[config.mk]
export PLATFORM = sky130hd
export DESIGN_NAME = qos_wrr_sched_flat
export DESIGN_NICKNAME = d
export VERILOG_FILES = /design/src/rtl/qos_wrr_sched_if.sv /design/src/rtl/qos_wrr_sched.sv /design/src/flat_wrapper.sv
export SDC_FILE = /design/constraint.sdc
export NUM_CORES = 1
export LEC_CHECK = 0
export CAP_MARGIN = 20
export CORE_MARGIN = 10
export CORE_UTILIZATION = 35
export DETAILED_ROUTE_END_ITERATION = 8
export PLACE_DENSITY = 0.68
export SYNTH_ARGS = -nofsm -noshare
export SYNTH_HDL_FRONTEND = slang
export SYNTH_SLANG_ARGS = --single-unit
[constraint.sdc]
create_clock -name clk -period 2.97 [get_ports clk]
set_clock_uncertainty 0.05 [all_clocks]
set_input_delay 0.594 -clock clk [delete_from_list [all_inputs] [get_ports clk]]
set_output_delay 0.594 -clock clk [all_outputs]
set_load 0.05 [all_outputs]
[src/rtl/qos_wrr_sched_if.sv]
// Handshake bundle between the WRR scheduler and the class-FIFO / downstream datapath.
// master = scheduler side, slave = datapath side.
interface qos_wrr_sched_if;
  logic       active;
  logic [3:0] empty;
  logic       stall;
  logic [3:0] pop;
  logic [1:0] sel;
  logic       valid;
  logic [1:0] valid_sel;

  modport master (
    input  active, empty, stall,
    output pop, sel, valid, valid_sel
  );

  modport slave (
    output active, empty, stall,
    input  pop, sel, valid, valid_sel
  );
endinterface

[src/rtl/qos_wrr_sched.sv]
// Weighted round-robin scheduler over four class FIFOs.
// Pops one word per cycle, follows stall/active, and keeps saturating per-class service counts.
module qos_wrr_sched #(
  parameter int WEIGHT_W = 3,
  parameter int CNT_W    = 8
) (
  input  logic                clk,
  input  logic                reset,
  qos_wrr_sched_if.master     bus,
  input  logic [WEIGHT_W-1:0] weight0,
  input  logic [WEIGHT_W-1:0] weight1,
  input  logic [WEIGHT_W-1:0] weight2,
  input  logic [WEIGHT_W-1:0] weight3,
  input  logic [1:0]          cnt_idx,
  output logic [CNT_W-1:0]    cnt_out
);

  typedef enum logic [1:0] {IDLE, SERVE, HOLD} state_t;

  state_t              state_q, state_d;
  logic [1:0]          cur_q, cur_d;
  logic [1:0]          last_q, last_d;
  logic [WEIGHT_W-1:0] credit_q, credit_d;
  logic [CNT_W-1:0]    svc_q [4];
  logic [CNT_W-1:0]    svc_d [4];
  logic                valid_q, valid_d;
  logic [1:0]          valid_sel_q, valid_sel_d;
  logic [3:0]          pop;
  logic                pop_en;
  logic [2:0]          search;
  logic [WEIGHT_W-1:0] weight [4];

  assign weight[0] = weight0;
  assign weight[1] = weight1;
  assign weight[2] = weight2;
  assign weight[3] = weight3;

  function automatic logic [WEIGHT_W-1:0] eff_weight(input logic [WEIGHT_W-1:0] w);
    return (w == '0) ? WEIGHT_W'(1) : w;
  endfunction

  // Returns {found, index}; candidates base+1, base+2, base+3, then base itself if allowed.
  function automatic logic [2:0] rr_search(input logic [1:0] base,
                                           input logic [3:0] empty_v,
                                           input logic       incl_base);
    logic [2:0] res;
    logic [1:0] idx;
    res = 3'b000;
    for (int k = 4; k >= 1; k--) begin
      idx = base + 2'(k);
      if (!empty_v[idx] && ((k != 4) || incl_base)) res = {1'b1, idx};
    end
    return res;
  endfunction

  always_comb begin
    pop         = '0;
    pop_en      = (state_q == SERVE) && bus.active && !bus.stall && !bus.empty[cur_q];
    pop[cur_q]  = pop_en;
    state_d     = state_q;
    cur_d       = cur_q;
    last_d      = last_q;
    credit_d    = credit_q;
    search      = 3'b000;
    valid_d     = |pop;
    valid_sel_d = cur_q;

    unique case (state_q)
      IDLE: begin
        if (bus.active && !bus.stall && (bus.empty != 4'hF)) begin
          search   = rr_search(last_q, bus.empty, 1'b1);
          cur_d    = search[1:0];
          credit_d = eff_weight(weight[search[1:0]]);
          state_d  = SERVE;
        end
      end
      SERVE: begin
        if (!bus.active || bus.stall) begin
          state_d = HOLD;
        end else if (bus.empty[cur_q]) begin
          last_d = cur_q;
          search = rr_search(cur_q, bus.empty, 1'b0);
          if (search[2]) begin
            cur_d    = search[1:0];
            credit_d = eff_weight(weight[search[1:0]]);
          end else begin
            credit_d = '0;
            state_d  = IDLE;
          end
        end else if (credit_q <= WEIGHT_W'(1)) begin
          // Current class still reads non-empty, so it competes as the last candidate.
          last_d = cur_q;
          search = rr_search(cur_q, bus.empty, 1'b1);
          if (search[2]) begin
            cur_d    = search[1:0];
            credit_d = eff_weight(weight[search[1:0]]);
          end else begin
            credit_d = '0;
            state_d  = IDLE;
          end
        end else begin
          credit_d = credit_q - WEIGHT_W'(1);
        end
      end
      HOLD: begin
        if (bus.active && !bus.stall) state_d = SERVE;
      end
      default: state_d = IDLE;
    endcase

    for (int i = 0; i < 4; i++) begin
      svc_d[i] = (pop[i] && (svc_q[i] != '1)) ? svc_q[i] + CNT_W'(1) : svc_q[i];
    end
  end

  always_ff @(posedge clk) begin
    if (reset) begin
      state_q     <= IDLE;
      cur_q       <= 2'd0;
      last_q      <= 2'd3;
      credit_q    <= '0;
      valid_q     <= 1'b0;
      valid_sel_q <= 2'd0;
      for (int i = 0; i < 4; i++) svc_q[i] <= '0;
    end else begin
      state_q     <= state_d;
      cur_q       <= cur_d;
      last_q      <= last_d;
      credit_q    <= credit_d;
      valid_q     <= valid_d;
      valid_sel_q <= valid_sel_d;
      for (int i = 0; i < 4; i++) svc_q[i] <= svc_d[i];
    end
  end

  assign bus.pop       = pop;
  assign bus.sel       = cur_q;
  assign bus.valid     = valid_q;
  assign bus.valid_sel = valid_sel_q;
  assign cnt_out       = svc_q[cnt_idx];

endmodule

[src/flat_wrapper.sv]
// flat-port wrapper written by rule: the top's interface ports become plain ports
module qos_wrr_sched_flat 
#(
  parameter int WEIGHT_W = 3,
  parameter int CNT_W    = 8
)
  (clk, reset, weight0, weight1, weight2, weight3, cnt_idx, cnt_out, bus_active, bus_empty, bus_stall, bus_pop, bus_sel, bus_valid, bus_valid_sel);
  qos_wrr_sched_if bus_i ();
  input  logic clk;
  input  logic reset;
  input  logic [WEIGHT_W-1:0] weight0;
  input  logic [WEIGHT_W-1:0] weight1;
  input  logic [WEIGHT_W-1:0] weight2;
  input  logic [WEIGHT_W-1:0] weight3;
  input  logic [1:0] cnt_idx;
  output logic [CNT_W-1:0] cnt_out;
  input wire logic [$bits(bus_i.active)-1:0] bus_active;
  input wire logic [$bits(bus_i.empty)-1:0] bus_empty;
  input wire logic [$bits(bus_i.stall)-1:0] bus_stall;
  output wire logic [$bits(bus_i.pop)-1:0] bus_pop;
  output wire logic [$bits(bus_i.sel)-1:0] bus_sel;
  output wire logic [$bits(bus_i.valid)-1:0] bus_valid;
  output wire logic [$bits(bus_i.valid_sel)-1:0] bus_valid_sel;
  assign bus_i.active = bus_active;
  assign bus_i.empty = bus_empty;
  assign bus_i.stall = bus_stall;
  assign bus_pop = bus_i.pop;
  assign bus_sel = bus_i.sel;
  assign bus_valid = bus_i.valid;
  assign bus_valid_sel = bus_i.valid_sel;
  qos_wrr_sched #(.WEIGHT_W(WEIGHT_W), .CNT_W(CNT_W)) u_core (.clk(clk), .reset(reset), .bus(bus_i), .weight0(weight0), .weight1(weight1), .weight2(weight2), .weight3(weight3), .cnt_idx(cnt_idx), .cnt_out(cnt_out));
endmodule
# After elaboration in Yosys (flattened, before gate mapping)
# Memories as Yosys holds them, arrays and structs flattened.
# Cells that the tools add are included.
op_classes:
  addsub: 11
  magnitude_cmp: 13
  eq_ne: 16
  muxes: 84
  bitwise_logic: 9
  n_reduce_logical: 25
ops:
  columns: ["cell", "n"]
  rows:
  - ["2-to-1 mux 3 bit", 25]
  - ["2-to-1 mux 8 bit", 8]
  - ["2-to-1 mux 2 bit", 24]
  - ["adder 8 x 1 -> 8 bit (second input constant)", 4]
  - ["!= test 8 bit (second input constant)", 4]
  - ["less-than comparator 2 x 3 -> 1 bit (second input constant)", 8]
  - ["binary-select mux 3 bit (select 2 bit)", 3]
  - ["binary-select mux 1 bit (select 2 bit)", 8]
  - ["!= test 4 bit (second input constant)", 4]
  - ["2-to-1 mux 1 bit", 12]
  - ["logical AND 1 bit", 10]
  - [">= comparator 3 bit (second input constant)", 3]
  - ["zero test 3 bit", 3]
  - ["!= test 3 bit (second input constant)", 3]
  - ["NOT 2 -> 3 bit", 3]
  - ["adder 2 bit (second input constant)", 4]
  - ["one-hot mux 2 bit (3 select lines)", 1]
  - ["one-hot mux 3 bit (2 select lines)", 1]
  - ["AND reduction 3 bit", 2]
  - ["AND reduction 6 bit", 1]
  - ["AND reduction 5 bit", 1]
  - ["adder 2 x 1 -> 2 bit (second input constant)", 2]
  - ["AND 4 bit", 1]
  - ["!= test 2 x 1 -> 1 bit (second input constant)", 2]
  - ["other kinds (15)", 21]
totals:
  regBits: 12
  ramBits: 32
  in_bits: 22
  out_inout_bits: 17
  wordCells: 165
  mem_count: 1
mem_list:
  columns: ["name", "words", "word_bits", "rd", "rd_ports_with_merged_regs", "wr", "line", "text"]
  rows:
  - ["u_core.svc_q", 4, 8, 5, 0, 4, "qos_wrr_sched.sv:24", "logic [CNT_W-1:0] svc_q [4];"]

# Logic depth before layout (Yosys ltp)
# Gate-level depths: netlist of the first run.
depth:
  depth_word: 21
  ltp_mapped: 13
  depth_no_buf: 12

# Worst setup path after synthesis of the first run
# Ideal clock, no wire load.
synth_path:
  kind: "reg-to-reg"
  from: "register u_core.cur_q[0], in the netlist u_core.bus.sel[0]"
  to: "register u_core.credit_q[2]"
  setup_ns: 0.134
  arrival_time_ns: 3.263
  required_ns: 2.786
  path_slack_ns: -0.477
  path_stages_with_launch: 14
  n_path_buf: 1
  synth_period_minus_slack_ns: 3.447
  path_cell_list: "dfxtp_1 clkbuf_1 inv_1 ha_1 mux4_2 inv_1 ha_1 a21oi_1 a32oi_4 mux2i_1 mux2i_1 mux2_2 o21ai_1 a211oi_1"
synth_via:
  elab_chain_cells: 21
  elab_cells_between_ends: 42
  cone_classes: "3 x add/sub; 35 x mux; 2 x bitwise; 2 x reduce/logical"
synth_rtl:
  columns: ["element", "line", "text"]
  rows:
  - ["from (decl)", "qos_wrr_sched.sv:21", "logic [1:0] cur_q, cur_d;"]
  - ["from (signal assigned)", "qos_wrr_sched.sv:127", "cur_q <= cur_d;"]
  - ["adder 2 bit", "qos_wrr_sched.sv:50", "idx = base + 2'(k);"]
  - ["binary-select mux 1 bit (select 2 bit)", "qos_wrr_sched.sv:51", "if (!empty_v[idx] && ((k != 4) || incl_base)) res = {1'b1, idx};"]
  - ["2-to-1 mux 1 bit (not written as such)", "qos_wrr_sched.sv:51", null]
  - ["2-to-1 mux 2 bit (3 in a row)", "qos_wrr_sched.sv:51", null]
  - ["2-to-1 mux 3 bit", "qos_wrr_sched.sv:90", "end else if (credit_q <= WEIGHT_W'(1)) begin"]
  - ["2-to-1 mux 3 bit", "qos_wrr_sched.sv:80", "end else if (bus.empty[cur_q]) begin"]
  - ["2-to-1 mux 3 bit", "qos_wrr_sched.sv:78", "if (!bus.active || bus.stall) begin"]
  - ["2-to-1 mux 3 bit", "qos_wrr_sched.sv:68", "unique case (state_q)"]
  - ["(+2 left out)", null, null]
  - ["2-to-1 mux 3 bit (not written as such) (2 in a row)", "qos_wrr_sched.sv:96", "credit_d = eff_weight(weight[search[1:0]]);"]
  - ["zero test 3 bit", "qos_wrr_sched.sv:39", "return (w == '0) ? WEIGHT_W'(1) : w;"]
  - ["2-to-1 mux 3 bit", "qos_wrr_sched.sv:39", null]
  - ["2-to-1 mux 3 bit", "qos_wrr_sched.sv:94", "if (search[2]) begin"]
  - ["2-to-1 mux 3 bit", "qos_wrr_sched.sv:90", null]
  - ["2-to-1 mux 3 bit (*)", "qos_wrr_sched.sv:80", null]
  - ["2-to-1 mux 3 bit (*)", "qos_wrr_sched.sv:78", null]
  - ["one-hot mux 3 bit (2 select lines) (*)", "qos_wrr_sched.sv:68", null]
  - ["to (signal assigned)", "qos_wrr_sched.sv:129", "credit_q <= credit_d;"]
  - ["to (decl)", "qos_wrr_sched.sv:23", "logic [WEIGHT_W-1:0] credit_q, credit_d;"]
# Every way passes the cells marked *; elsewhere a longest branch is shown, timed or not. The select of a mux whose other input is x is not followed.
# A chain may end at the register's enable or synchronous reset.

# Worst setup path in the final report of the first run
# Ends and elaborated chain as after synthesis.

==> results_dict.tcl, run 1 <==
set metrics [dict create \
    maxCapViolCount 0 \
    fin_crit_sh 0.934 \
    vias_per_cell 5.15 \
    min-delay-path-class "reg -> reg" \
    rows 33 \
    start_util 0.365 \
    port_buffers 38 \
    crit_required_ns 3.09 \
    place.gp.congestion 0.840 \
    mappedNetlistArea_um2 3050 \
    hold_viol 0 \
    p_per_area_nw_per_um2 337 \
    grtUsageTotal 0.112 \
    grt_pass1_wl_um 12300 \
    place_ws_ns -0.229 \
    drv_slew 0 \
    num-nets-final 435 \
    synth_fp_nets 366 \
    synth_xor_area_frac 0.0719 \
    synth_edf_count 0 \
    outcome "finished clean" \
    die_area_um2 12800 \
    n_antenna_cell 0 \
    grt_overflow 0 \
    ys.flop_type "dfxtp_1" \
    setup_ws_ns 0.195 \
    synth_mux_area_frac 0.208 \
    ir_worst_vdd_mv 0.155 \
    hpwl_um 5890 \
    clock_latency_ns 0.30 \
    cts_buffers 5 \
    slowest_delay_ns 0.38 \
    synth-compound-area-share 0.135 \
    grt_max_degree 32 \
    wl_per_cell_um 14.5 \
    worstHoldPathCells 2 \
    cts_htree_levels 2 \
    synthArstFlopShare 0 \
    r2r-end "u_core.credit_q[2]" \
    drt.antenna.violating_nets 0 \
    rsz0062_at_grt "no" \
    grt_pass1_vias 2621 \
    crit_path_max_fanout 6 \
    setup-violations-final 0 \
    core_um2 8340 \
    num_io_pins 39 \
    cts_max_path_buffers 2 \
    cts_tree "built" \
    synth_adder_area_share 0.0452 \
    r2r_cells 13 \
    worstMarginPinSlew_ns 0.606 \
    drt_pass1_iterations 4 \
    path_cells "inv_1 > ha_2 > mux4_2 > inv_1 > ha_1 > a21boi_0 > buf_4 > a32oi_4 > mux2i_1 > mux2i_1 > nor2b_1 > nor3_1 > a211oi_1" \
    fillers 794 \
    p_seq_frac 0.460 \
    fin_setup_tns_ns 0 \
    drive_gt1_frac 0.239 \
    die_y_um 113 \
    cp-start-kind "register" \
    yosys_warnings 0 \
    pwr-share-clk 0.280 \
    die_x_um 113 \
    min_to "u_core.svc_q[3][5]" \
    synth_area_per_cell_um2 9.15 \
    synth_top_family_by_area "simple AND/OR/NAND/NOR gates" \
    switching_share 0.294 \
    clock-root-buffer "clkbuf_8" \
    ys_seq_area_frac 0.289 \
    fin_crit_ns 2.77 \
    max_freq_mhz 360 \
    vias 2613 \
    synthCells 333 \
    hp-start "u_core.svc_q[3][5]" \
    combinationalPowerShare 0.260 \
    p_leak_uw 0.00160 \
    cts_hold_buf 0 \
    p_int_uw 928 \
    p_sw_uw 387 \
    cp.arrival_ns 2.89 \
    yosysUniqueCellTypes 47 \
    cts_sinks 44 \
    synth-simple-area-share 0.217 \
    criticalPathCategory "reg -> reg" \
    slew_headroom 0.592 \
    syn_to_final_growth_pct 28.2 \
    drt-initial-drc-count 85 \
    antenna_found_initial 0 \
    critPathSlowestCell "ha_2" \
    r2r-start "u_core.bus.sel[0]" \
    crit_path_end_kind "register" \
    ys_seq_elements 44 \
    regToRegSetupSlack_ns 0.20 \
    path_clk_slew_ns 0.09 \
    drcViolationCount 0 \
    drt_wl_total_um 7370 \
]
==> area by class of cell <==
| type | instances | area (µm²) | share of cell area |
|---|---|---|---|
| multi-input combinational | 264 | 2070 | 0.529 |
| tap | 105 | 131 | 0.0336 |
| inverter | 10 | 37.5 | 0.00961 |
| timing repair buffer | 77 | 703 | 0.180 |
| sequential | 44 | 886 | 0.227 |
| clock inverter | 2 | 12.5 | 0.00320 |
| clock buffer | 5 | 68.8 | 0.0176 |
==> worst max-delay path by stage <==
stage,start,end,slack (ns),cells after the start
detailed placement,bus_empty[1],u_core.credit_q[2],-0.23,12
floorplan,u_core.bus.sel[0],u_core.credit_q[2],0.0007,13
global route,u_core.bus.sel[0],u_core.credit_q[2],0.04,13
CTS,bus_empty[1],bus_pop[2],0.02,6
finish,u_core.bus.sel[0],u_core.credit_q[2],0.20,13
global placement,bus_empty[2],u_core.credit_q[0],-0.13,12
==> stage by stage <==
stage	total power [µW]	std cells	util	hold slack, ns	instance area (µm²)
floorplan	841	333	-	0.418	3050
global placement	953	494	0.452	0.446	3770
detailed placement	959	494	0.452	0.484	3770
CTS	1320	503	0.463	0.494	3860
global route	1370	507	0.468	0.529	3910
finish	1310	507	0.468	0.485	3910
==> power by group through the flow <==
stage / sequential (µW) / combinational (µW) / clock (µW)
after global routing: 605 / 374 / 396
after global placement: 618 / 335 / 0
after floorplan: 625 / 216 / 0
final: 604 / 342 / 369
after CTS: 604 / 342 / 372
after detailed placement: 618 / 341 / 0
==> synthesized netlist by cell type, types with 9 or more instances <==
cell type   n  area (µm²)
a21oi_1    14        70.1
clkbuf_1   13        48.8
dfxtp_1    44         881
ha_1       11         138
inv_1      10        37.5
mux2i_1    33         330
mux4_2     10         225
nand2_1    18        67.6
nand3_1    18        90.1
nor2_1     45         169
nor3_1      9        45.0
xor2_1     17         149
==> cell usage in the layout (no fill, tap or decap), drive strengths merged, types with 3 or more instances in the layout <==
cell | Yosys | routed
ha | 11 | 11
mux2 | 7 | 7
buf | 2 | 51
nand2 | 22 | 22
o22ai | 3 | 3
dfxtp | 44 | 44
a21oi | 15 | 15
clkbuf | 13 | 5
xor2 | 17 | 17
o21ai | 9 | 9
mux2i | 33 | 33
nor3 | 11 | 11
xnor2 | 8 | 8
inv | 10 | 10
nand2b | 6 | 6
a31oi | 5 | 5
nand3 | 18 | 18
and3 | 6 | 6
and4 | 3 | 3
o211ai | 3 | 3
mux4 | 10 | 10
nor2 | 45 | 45
nand4 | 6 | 6
dlymetal6s2s | 0 | 4
clkdlybuf4s50 | 0 | 22
nor2b | 5 | 5
==> worst max-delay path, delay by kind of cell (launching register included) <==
kind                       cells  cell delay [ns]
AOI/OAI and AO/OA              3             0.54
adders and majority gates      2             0.55
buffers and inverters          3             0.24
DFF                            1             0.35
muxes                          3             0.57
and+or+nand+nor                2             0.34
==> repair_timing <==
action	in CTS	in global routing
setup buffers	2	4
endpoints found under the setup margin	4	7
pin swaps	3	3
endpoints found under the hold margin	0	0
resized for setup	1	8
==> sequential cells by signal, indices dropped and copies added (netlist names) <==
register              cells
u_core.bus.sel            2
u_core.bus.valid          1
u_core.bus.valid_sel      2
u_core.credit_q           3
u_core.last_q             2
u_core.state_q            2
u_core.svc_q             32
==> logic make-up after synthesis <==
family | Yosys count
flip-flops | 44
buffers and inverters | 25
adder cells (fa/ha/maj) | 11
AND/OR/NAND/NOR | 129
multiplexers | 50
AO/OA/AOI/OAI | 49
XOR/XNOR | 25
==> layer usage <==
metal  global-route usage  up-vias  share of wire
li1                     -     1334              -
met4               0.0381        0          0.017
met3               0.0190       11          0.030
met2                0.198       34           0.50
met5                    0        -              0
met1                0.133     1234           0.46
Note: power is estimated with default switching activity, not from simulation.
==> run 2: changes to the inputs <==
--- a/config.mk
+++ b/config.mk
@@ -5,6 +5,7 @@
 export SDC_FILE = /design/constraint.sdc
 export NUM_CORES = 1
 export LEC_CHECK = 0
+export ABC_CLOCK_PERIOD_IN_PS = 2970
 export CAP_MARGIN = 20
 export CORE_MARGIN = 10
 export CORE_UTILIZATION = 35
==> results of run 2 <==
No change in the layout: final DEF, timing and power equal those of run 1.
==> run 3: changes to the inputs <==
--- a/config.mk
+++ b/config.mk
@@ -5,12 +5,13 @@
 export SDC_FILE = /design/constraint.sdc
 export NUM_CORES = 1
 export LEC_CHECK = 0
-export ABC_CLOCK_PERIOD_IN_PS = 2970
+export ABC_CLOCK_PERIOD_IN_PS = 2600
 export CAP_MARGIN = 20
 export CORE_MARGIN = 10
 export CORE_UTILIZATION = 35
 export DETAILED_ROUTE_END_ITERATION = 8
-export PLACE_DENSITY = 0.68
+export PLACE_DENSITY = 0.66
+export SLEW_MARGIN = 30
 export SYNTH_ARGS = -nofsm -noshare
 export SYNTH_HDL_FRONTEND = slang
 export SYNTH_SLANG_ARGS = --single-unit
==> constraint.sdc (replaced) <==
create_clock -name clk -period 2.6 [get_ports clk]
set_clock_uncertainty 0.05 [all_clocks]
set_input_delay 0.52 -clock clk [delete_from_list [all_inputs] [get_ports clk]]
set_output_delay 0.52 -clock clk [all_outputs]
set_load 0.05 [all_outputs]
==> results_dict.tcl, run 3 (synthesized netlist as in run 1, its figures left out) <==
set metrics [dict create \
    busiest_layer "met2" \
    rsz0062_at_grt "yes" \
    fin_crit_sh 1.00 \
    violations "setup timing" \
    start_util 0.365 \
    drt.antenna.violating_nets 0 \
    layout_commonest_cell "buf_4" \
    cts_sinks 44 \
    layout_common_cells "buf_4, nor2_1, dfxtp_1" \
    drt_wl_total_um 7580 \
    hpwl_um 5890 \
    grt_use_met3 0.0201 \
    maxCapViolCount 0 \
    p_per_area_nw_per_um2 368 \
    vias 2693 \
    stdcell_area_um2 4170 \
    grt_pass1_vias 2670 \
    criticalPathCategory "in -> out" \
    slew_headroom 0.665 \
    hold_viol 0 \
    largest_reg_flops 32 \
    grtUsageTotal 0.114 \
    crit_path_end_kind "output pin" \
    place_area_um2 3900 \
    num_io_pins 39 \
    rows 33 \
    grt_pass1_wl_um 12500 \
    cp-start-kind "input port" \
    port_buffers 38 \
    antenna_found_initial 0 \
    fin_crit_ns 2.60 \
    grt_overflow 0 \
    p_leak_uw 0.00169 \
    outcome "finished with violations" \
    drcViolationCount 0 \
    use_met1 0.141 \
    path_clk_slew_ns 0.08 \
    reg.largest.list "u_core.svc_q (32), u_core.credit_q (3)" \
    dp.cells 503 \
    drt_pass1_iterations 5 \
    final_util 0.500 \
    crit_required_ns 2.03 \
    crit_path_max_fanout 4 \
    cts_htree_levels 2 \
    die_y_um 113 \
    num-nets-final 451 \
    core_um2 8340 \
    cts_max_path_buffers 2 \
    n_antenna_cell 0 \
    cts_hold_buf 0 \
    worstMarginPinSlew_ns 0.499 \
    place.gp.congestion 0.855 \
    clock_latency_ns 0.29 \
    vias_per_cell 5.14 \
    setup_ws_ns -0.00114 \
    drive_gt1_frac 0.303 \
    min-delay-path-class "reg -> reg" \
    drv_slew 0 \
    setup-violations-final 1 \
    drt-initial-drc-count 73 \
    die_x_um 113 \
    cts_tree "built" \
    die_area_um2 12800 \
    grt_max_degree 40 \
    fillers 780 \
    largest-register "u_core.svc_q" \
    use_met2 0.196 \
    ir_worst_vdd_mv 0.177 \
    final_cells 524 \
    place_ws_ns -0.544 \
    cts_buffers 5 \
    wl_per_cell_um 14.5 \
    max_freq_mhz 384 \
    fin_setup_tns_ns -0.00114 \
    cp.arrival_ns 2.03 \
    syn_to_final_growth_pct 36.8 \
    clock-root-buffer "clkbuf_8" \
]
==> run 3: repair_timing <==
| action | CTS | global route |
|---|---|---|
| setup buffers | 7 | 7 |
| resized for setup | 10 | 22 |
| pin swaps | 8 | 15 |
| endpoints found under the setup margin | 18 | 20 |
==> run 3: worst max-delay path, cell delays in order <==
cell and delay (ns):
dlygate4sd2_1 0.28, mux4_2 0.55, nor3_4 0.31, nand2_2 0.14
inv_2 0.10, buf_12 0.13
==> run 3: metal layers <==
| layer | wire [µm] | up-vias |
|---|---|---|
| li1 | - | 1371 |
| met3 | 221 | 6 |
| met5 | 0 | - |
| met2 | 3720 | 38 |
| met4 | 74 | 0 |
| met1 | 3560 | 1278 |
==> run 3: final timing paths <==
kind              depth (start not counted)  slack [ns]               from                 end
setup / recovery                          6      -0.001       bus_empty[0]          bus_pop[3]
hold / removal                            2        0.46  u_core.bus.sel[1]   u_core.bus.sel[1]
setup reg to reg                         12        0.03  u_core.bus.sel[0]  u_core.credit_q[2]
hold reg to reg                           2        0.46  u_core.bus.sel[1]   u_core.bus.sel[1]
==> run 3: power breakdown <==
part,internal [µW],total [µW],switching (µW),leakage [µW]
Clock,189,407,219,0.0000422
Combinational,228,435,207,0.00129
Sequential,681,691,10.2,0.000357
Total,1100,1530,436,0.00169
==> run 3: metrics by stage <==
step	total power [µW]	hold WS [ns]
finish	1530	0.458
global route	1610	0.488
CTS	1540	0.456
detailed placement	1120	0.442
global placement	1110	0.442
floorplan	972	0.418
==> run 3: area by class of cell <==
type,instances,area (µm²),area share
multi-input combinational,264,2150,0.516
sequential,44,888,0.213
timing repair buffer,93,872,0.209
tap,105,131,0.0315
clock buffer,7,76.3,0.0183
inverter,10,45.0,0.0108
clock inverter,1,5.00,0.00120
